===== config.mk =====
export PLATFORM = sky130hd
export DESIGN_NAME = ex_muldiv_unit
export DESIGN_NICKNAME = d
export VERILOG_FILES = /design/src/rtl/ex_muldiv_unit.sv
export SDC_FILE = /design/constraint.sdc
export NUM_CORES = 1
export LEC_CHECK = 0
export ABC_AREA = 1
export BUFFER_PORTS_ARGS = -buffer_cell sky130_fd_sc_hd__buf_2
export CAP_MARGIN = 20
export CORE_MARGIN = 2
export CORE_UTILIZATION = 35
export CTS_BUF_LIST = sky130_fd_sc_hd__clkbuf_2
export DETAILED_ROUTE_END_ITERATION = 7
export HOLD_SLACK_MARGIN = 0.12
export PLACE_DENSITY = 0.55
export SLEW_MARGIN = 10
export SYNTH_ARGS = -nofsm -noshare
export SYNTH_HDL_FRONTEND = slang
export SYNTH_SLANG_ARGS = --single-unit

===== constraint.sdc =====
create_clock -name clk_i -period 12.3 [get_ports clk_i]
set_input_delay 2.46 -clock clk_i [delete_from_list [all_inputs] [get_ports clk_i]]
set_output_delay 2.46 -clock clk_i [all_outputs]
set_load 0.02 [all_outputs]

===== src/rtl/ex_muldiv_unit.sv =====
// rtl/ex_muldiv_unit.sv - iterative MULT/MULTU/DIV/DIVU unit writing HI/LO
module ex_muldiv_unit #(
  parameter int XLEN = 32,
  parameter int ITER = 32
) (
  input  logic            clk_i,
  input  logic            rst_i,
  input  logic            start_i,
  input  logic [1:0]      op_i,
  input  logic [XLEN-1:0] rs_data_i,
  input  logic [XLEN-1:0] rt_data_i,
  input  logic            flush_i,
  output logic            busy_o,
  output logic            done_o,
  output logic            div_zero_o,
  output logic [XLEN-1:0] hi_o,
  output logic [XLEN-1:0] lo_o
);

  localparam int CW = $clog2(ITER + 1);

  typedef enum logic [1:0] {
    S_IDLE = 2'd0,
    S_CALC = 2'd1,
    S_FIN  = 2'd2
  } state_t;

  state_t            state_q, state_d;
  logic              busy_q, busy_d;
  logic              done_q, done_d;
  logic              dz_q, dz_d;
  logic [XLEN-1:0]   hi_q, hi_d;
  logic [XLEN-1:0]   lo_q, lo_d;
  logic [CW-1:0]     cnt_q, cnt_d;
  logic              div_q, div_d;
  logic              sa_q, sa_d;
  logic              sb_q, sb_d;
  logic [XLEN-1:0]   a_q, a_d;
  logic [XLEN-1:0]   b_q, b_d;
  logic [XLEN-1:0]   raw_q, raw_d;
  logic [2*XLEN-1:0] acc_q, acc_d;

  // Operand preparation: signed ops (op_i[0]==0) work on magnitudes.
  logic            op_signed;
  logic            rs_neg, rt_neg;
  logic [XLEN-1:0] rs_mag, rt_mag;

  // Iteration datapath for one shift-add or restoring-divide step.
  logic [XLEN:0]     mul_sum;
  logic [2*XLEN-1:0] mul_next;
  logic [XLEN:0]     div_shift;
  logic              div_ge;
  logic [XLEN-1:0]   div_diff;
  logic [XLEN-1:0]   div_rem;
  logic [2*XLEN-1:0] div_next;

  // Final sign correction inputs.
  logic [XLEN-1:0]   fin_quot, fin_rem;
  logic [2*XLEN-1:0] fin_prod;

  // Operand magnitudes and signs from the forwarded rs/rt values.
  always_comb begin
    op_signed = ~op_i[0];
    rs_neg    = op_signed & rs_data_i[XLEN-1];
    rt_neg    = op_signed & rt_data_i[XLEN-1];
    rs_mag    = rs_neg ? -rs_data_i : rs_data_i;
    rt_mag    = rt_neg ? -rt_data_i : rt_data_i;
  end

  // Single iteration step: multiply adds the multiplicand into the upper half
  // then shifts right; divide shifts left and subtracts when the divisor fits.
  always_comb begin
    mul_sum   = {1'b0, acc_q[2*XLEN-1:XLEN]} +
                (acc_q[0] ? {1'b0, a_q} : {(XLEN+1){1'b0}});
    mul_next  = {mul_sum, acc_q[XLEN-1:1]};
    div_shift = acc_q[2*XLEN-1:XLEN-1];
    div_ge    = (div_shift >= {1'b0, b_q});
    div_diff  = div_shift[XLEN-1:0] - b_q;
    div_rem   = div_ge ? div_diff : div_shift[XLEN-1:0];
    div_next  = {div_rem, acc_q[XLEN-2:0], div_ge};
  end

  // Sign-corrected results written to HI/LO on the FIN edge.
  always_comb begin
    fin_quot = (sa_q ^ sb_q) ? -acc_q[XLEN-1:0] : acc_q[XLEN-1:0];
    fin_rem  = sa_q ? -acc_q[2*XLEN-1:XLEN] : acc_q[2*XLEN-1:XLEN];
    fin_prod = (sa_q ^ sb_q) ? -acc_q : acc_q;
  end

  // Next-state and datapath control; everything holds unless a state acts.
  always_comb begin
    state_d = state_q;
    done_d  = 1'b0;
    dz_d    = dz_q;
    hi_d    = hi_q;
    lo_d    = lo_q;
    cnt_d   = cnt_q;
    div_d   = div_q;
    sa_d    = sa_q;
    sb_d    = sb_q;
    a_d     = a_q;
    b_d     = b_q;
    raw_d   = raw_q;
    acc_d   = acc_q;

    case (state_q)
      S_IDLE: begin
        if (start_i && !flush_i) begin
          div_d   = op_i[1];
          sa_d    = rs_neg;
          sb_d    = rt_neg;
          a_d     = rs_mag;
          b_d     = rt_mag;
          raw_d   = rs_data_i;
          acc_d   = op_i[1] ? {{XLEN{1'b0}}, rs_mag} : {{XLEN{1'b0}}, rt_mag};
          cnt_d   = CW'(ITER);
          state_d = S_CALC;
        end
      end
      S_CALC: begin
        if (flush_i) begin
          state_d = S_IDLE;
        end else begin
          acc_d = div_q ? div_next : mul_next;
          cnt_d = cnt_q - CW'(1);
          if (cnt_q == CW'(1)) begin
            state_d = S_FIN;
          end
        end
      end
      S_FIN: begin
        state_d = S_IDLE;
        if (!flush_i) begin
          done_d = 1'b1;
          if (div_q && (b_q == '0)) begin
            hi_d = raw_q;
            lo_d = '1;
            dz_d = 1'b1;
          end else if (div_q) begin
            hi_d = fin_rem;
            lo_d = fin_quot;
            dz_d = 1'b0;
          end else begin
            hi_d = fin_prod[2*XLEN-1:XLEN];
            lo_d = fin_prod[XLEN-1:0];
            dz_d = 1'b0;
          end
        end
      end
      default: state_d = S_IDLE;
    endcase

    busy_d = (state_d != S_IDLE);
  end

  // State and datapath registers with asynchronous reset.
  always_ff @(posedge clk_i or posedge rst_i) begin
    if (rst_i) begin
      state_q <= S_IDLE;
      busy_q  <= 1'b0;
      done_q  <= 1'b0;
      dz_q    <= 1'b0;
      hi_q    <= '0;
      lo_q    <= '0;
      cnt_q   <= '0;
      div_q   <= 1'b0;
      sa_q    <= 1'b0;
      sb_q    <= 1'b0;
      a_q     <= '0;
      b_q     <= '0;
      raw_q   <= '0;
      acc_q   <= '0;
    end else begin
      state_q <= state_d;
      busy_q  <= busy_d;
      done_q  <= done_d;
      dz_q    <= dz_d;
      hi_q    <= hi_d;
      lo_q    <= lo_d;
      cnt_q   <= cnt_d;
      div_q   <= div_d;
      sa_q    <= sa_d;
      sb_q    <= sb_d;
      a_q     <= a_d;
      b_q     <= b_d;
      raw_q   <= raw_d;
      acc_q   <= acc_d;
    end
  end

  assign busy_o     = busy_q;
  assign done_o     = done_q;
  assign div_zero_o = dz_q;
  assign hi_o       = hi_q;
  assign lo_o       = lo_q;

endmodule

# Word-level counts from Yosys, hierarchy flattened
# Cells that the tools add are included.
[op_classes]
eq_ne = 5
n_reduce_logical = 10
div_mod_pow = 0
add_sub_neg = 8
n_bitwise = 5
shift = 0
n_lt_le_gt_ge = 1
muxes = 26
multipliers = 0
[op_table]
columns = ["op", "count"]
rows = [
  ["$mux W32", 11],
  ["$mux W64", 4],
  ["$neg A32 Y32", 4],
  ["$pmux W64 S2", 1],
  ["$neg A64 Y64", 1],
  ["$add A32 B32 Y33", 1],
  ["$ge A33 B32 Y1", 1],
  ["$logic_not A32 Y1", 1],
  ["$sub A32 B32 Y32", 1],
  ["$mux W6", 2],
  ["$pmux W6 S2", 1],
  ["$eq A6 B1 Y1 const B", 1],
  ["$mux W2", 3],
  ["$sub A6 B1 Y6 const B", 1],
  ["$ne A2 B2 Y1 const B", 2],
  ["$pmux W2 S2", 1],
  ["$reduce_and A2 Y1", 2],
  ["$reduce_bool A2 Y1", 2],
  ["$mux W1", 3],
  ["$reduce_and A3 Y1", 1],
  ["$and A1 B1 Y1", 2],
  ["$eq A2 B1 Y1 const B", 1],
  ["$eq A2 B2 Y1 const B", 1],
  ["$logic_and A1 B1 Y1", 2],
  ["other kinds (4)", 5],
]
[word_totals]
ramBits = 0
inputBits = 70
out_inout_bits = 67
register_bits = 238
romBits = 0
latchBits = 0
mem_count = 0

# Depth between registers and ports, before layout
[logic_depth]
word_depth = 6
depth_mapped = 21

# Worst setup path after synthesis
# No wires, ideal clock.
[synth_path]
path_type = "input to register"
startpoint = "input port rs_data_i[0]"
endpoint = "register acc_q[22]"
arrival_ps = 3743
stages = 12
path_slack_ps = 8430
path_cell_list = "inv_1 > ha_1 > nand3_1 > nor2_1 > nand2_1 > nor2_1 > nand2_1 > nand2_1 > xor2_1 > nand2_1 > nand3_1 > a21boi_0"
[synth_between]
elab_chain_cells = 5
[synth_rtl]
columns = ["element", "line", "text"]
rows = [
  ["start: declaration", "10", "input logic [XLEN-1:0] rs_data_i,"],
  ["$neg A32 Y32", "66", "rs_mag = rs_neg ? -rs_data_i : rs_data_i;"],
  ["$mux W32", "66", ""],
  ["$mux W32", "115", "acc_d = op_i[1] ? {{XLEN{1'b0}}, rs_mag} : {{XLEN{1'b0}}, rt_mag};"],
  ["$mux W64", "108", "if (start_i && !flush_i) begin"],
  ["$pmux W64 S2", "106", "case (state_q)"],
  ["end signal: assignment", "172", "acc_q <= '0;"],
  ["end signal: assignment", "187", "acc_q <= acc_d;"],
  ["end: declaration", "41", "logic [2*XLEN-1:0] acc_q, acc_d;"],
]
# Every way passes these cells. The select of a mux whose other input is x is not followed.
# A chain may end at the register's enable or synchronous reset.

# Worst setup path after layout
[layout_path]
startpoint = "register lo_q[19], in the netlist lo_o[19]"
endpoint = "output port lo_o[19]"
[layout_rtl]
columns = ["element", "line", "text"]
rows = [
  ["start: declaration", "33", "logic [XLEN-1:0] lo_q, lo_d;"],
  ["start signal: assignment", "179", "lo_q <= lo_d;"],
  ["end: declaration", "17", "output logic [XLEN-1:0] lo_o"],
]
# No word-level cell between the ends.

==> flow_summary.toml <==
[outcome]
status = "finished clean"

[clock_tree]
cts-root-buf = "clkbuf_2"
cts.repair.resized = 0
cts_hold_buf = 0
clockBufferDepth = 3
post-cts-setup-buffers = 0
cts_tree = "yes"
clk_pin_slew_ns = 0.13
cts_buffers = 69
htreeDepth = 3
cts_sinks = 237
clk_latency_ns = 1.10

[final_layout]
drive_gt1_share_pct = 9.414
final_common_cell = "nand2_1"
regArea_um2 = 5932
fin_nets = 3691
multi_input_area_um2 = 12440
area_delta_synth_final_pct = 9.742
layout_common_cells = "nand2_1 (1145), inv_1 (492), nor2_1 (389), nand3_1 (312), dfrtp_1 (236)"
fill_cells = 6651

[routing]
routed_via_density = 5.236
drt_iter0_markers = 2319
drt-total-wl_mm = 90.93
postRouteAntennaNets = 0
wl_met3_mm = 6.297
wire_per_inst_um = 20.78
met1_length_mm = 39.66
dr.pass1.iters = 6
drc = 0
wl_met2_mm = 41.00
vias = 22909
topRoutingLayerUsed = "met4"

[sta]
hold_viol = 0
worst_pin_slew_ns = 1.066
clock.fmax_ghz = 0.2374
tns_ns = 0
setup_slack_ns = 8.088
setup_viol = 0
grt_setup_unrepaired = "false"
finalClockSkew_ns = 0.1136
period_share_pct = 34.24
drv_slew = 0
min_period_ns = 4.212
relSlewSlack_pct = 28.95

[worst_setup_path]
critPathMaxStageDelay_ns = 0.44
path_buf_inv = 1
start_kind = "flip-flop"
r2r_start = "acc_q[54]"
r2r_setup_slack_ns = 8.67
r2r_end = "acc_q[54]"
reg2reg_depth = 13
cp_slowest_cell = "dfrtp_1"
arrival_ns = 1.75
path_max_fanout = 2
required_ns = 9.84
worstSetupEndpointType = "output pin"
crit_chain = "buf_2"
critPathKind = "reg2out"
cp_top_family = "flip-flops"

[worst_hold_path]
hold_class = "reg2reg"
hold_depth = 2
hold_start = "hi_o[1]"
whs_endpoint = "hi_o[1]"

[floorplanning]
ios = 137
core-area_um2 = 58690
rows = 89
die-width_um = 247.1
fp.dieArea_um2 = 61080
start_util_pct = 35.26
die_y_um = 247.1

[synth]
yosysWarnings = 0
avgSynthCellArea_um2 = 6.034
synthTopCellsByArea = "dfrtp_1 (29%), nand2_1 (21%), inv_1 (9.0%), nand3_1 (7.5%), nor2_1 (7.1%)"
ys_seq_area_share_pct = 28.66
syn-num-nets = 3571
synth_cell_types = 46
synth_top_area_share_pct = 28.66
synthCells = 3429
synth_top_area_cell = "dfrtp_1"
synth_area_um2 = 20690
ys_seq_elements = 237

[place]
post-place-ws_ns = 7.191
io_buffers = 136
gp_congestion = 1.022
hpwl_mm = 72.47

[grt]
grt_pass1_vias = 21339
antenna_found_initial = 1
grt_pass1_wl_mm = 134.0
grt_usage_pct = 29.71
overflow = 0
grt_max_degree = 108

[power_and_ir_drop]
ir_worst_vdd_mv = 0.07571
leakage_nw = 12.38
powerDensity_nw_per_um2 = 214.3

[run]
cap_viol_max_count = 0
## flip-flops by register name, indices dropped and copies added, names as in the netlist
signal and cells:
done_o 1, a_q 32, acc_q 64, sb_q 1, busy_o 1, lo_o 32
cnt_q 6, div_q 1, div_zero_o 1, raw_q 31, state_q 2, sa_q 1
b_q 32, hi_o 32
## how the worst max path moves through the flow
stage,endpoint,cells past startpoint,startpoint
6_report,lo_o[19],1,lo_o[19]
5_1_grt,cnt_q[5],10,flush_i
4_1_cts,lo_o[19],1,lo_o[19]
3_5_place_dp,cnt_q[5],10,flush_i
3_3_place_gp,cnt_q[5],10,flush_i
2_1_floorplan,a_q[0],1,rst_i
## final cells by class
| class | count | area share, % |
|---|---|---|
| Clock inverter | 32 | 0.8045 |
| Inverter | 509 | 8.458 |
| Antenna cell | 1 | 0.01102 |
| Timing Repair Buffer | 153 | 3.560 |
| Clock buffer | 91 | 2.006 |
| Sequential cell | 237 | 26.12 |
| Tap cell | 773 | 4.259 |
| Multi-Input combinational cell | 2579 | 54.78 |
## layer usage
metal,global-route usage [%],vias to the layer above
met5,0,-
met4,13.24,0
met3,4.689,153
met2,47.17,916
met1,39.69,10707
li1,-,11133
## metrics by stage
stage | power [W] | utilization, % | hold slack [ns] | cell area, um^2 | cells
detailed placement | 0.004173 | 37.60 | 0.4602 | 22070 | 4251
finish | 0.004867 | 38.69 | 0.4801 | 22710 | 4375
floorplan | 0.003199 | - | 0.4422 | 20690 | 3429
global placement | 0.004189 | 37.60 | 0.4576 | 22070 | 4251
CTS | 0.004824 | 38.69 | 0.4859 | 22700 | 4374
global route | 0.005252 | 38.69 | 0.5104 | 22710 | 4375
## power breakdown
part           switching (W)  internal (W)  leakage, nW
logic                0.00198      0.000876         9.00
registers           0.000394      0.000985         2.92
clock network       0.000400      0.000232        0.463
total                0.00277       0.00209         12.4
## cells in the mapped netlist (all sizes together)
| library cell | count |
|---|---|
| buf | 28 |
| fa | 2 |
| nor2 | 408 |
| o22ai | 7 |
| nor3 | 36 |
| o21a | 2 |
| xor2 | 66 |
| o31ai | 2 |
| inv | 505 |
| a21oi | 114 |
| o211ai | 8 |
| nand2 | 1173 |
| and2 | 2 |
| nand4 | 61 |
| nor4 | 1 |
| o22a | 3 |
| a22oi | 6 |
| or2 | 4 |
| xnor2 | 16 |
| nand3 | 323 |
| clkinv | 4 |
| nand3b | 6 |
| ha | 70 |
| a21boi | 14 |
| clkbuf | 76 |
| o21bai | 12 |
| a31oi | 27 |
| o21ai | 194 |
| dfrtp | 237 |
| a2bb2oi | 22 |
## cell families (layout without fill, tap and decap cells)
logic type / Yosys count / in the layout / share of synthesized area (%)
adder cells (fa/ha/maj): 72 / 72 / 4.426
other: 0 / 1 / 0
buffers and inverters: 613 / 785 / 11.33
AND/OR/NAND/NOR: 2014 / 2014 / 40.96
AO/OA/AOI/OAI: 411 / 411 / 11.15
flip-flops: 237 / 237 / 28.66
XOR/XNOR: 82 / 82 / 3.471
No activity file was read; power rests on OpenSTA's default activity.
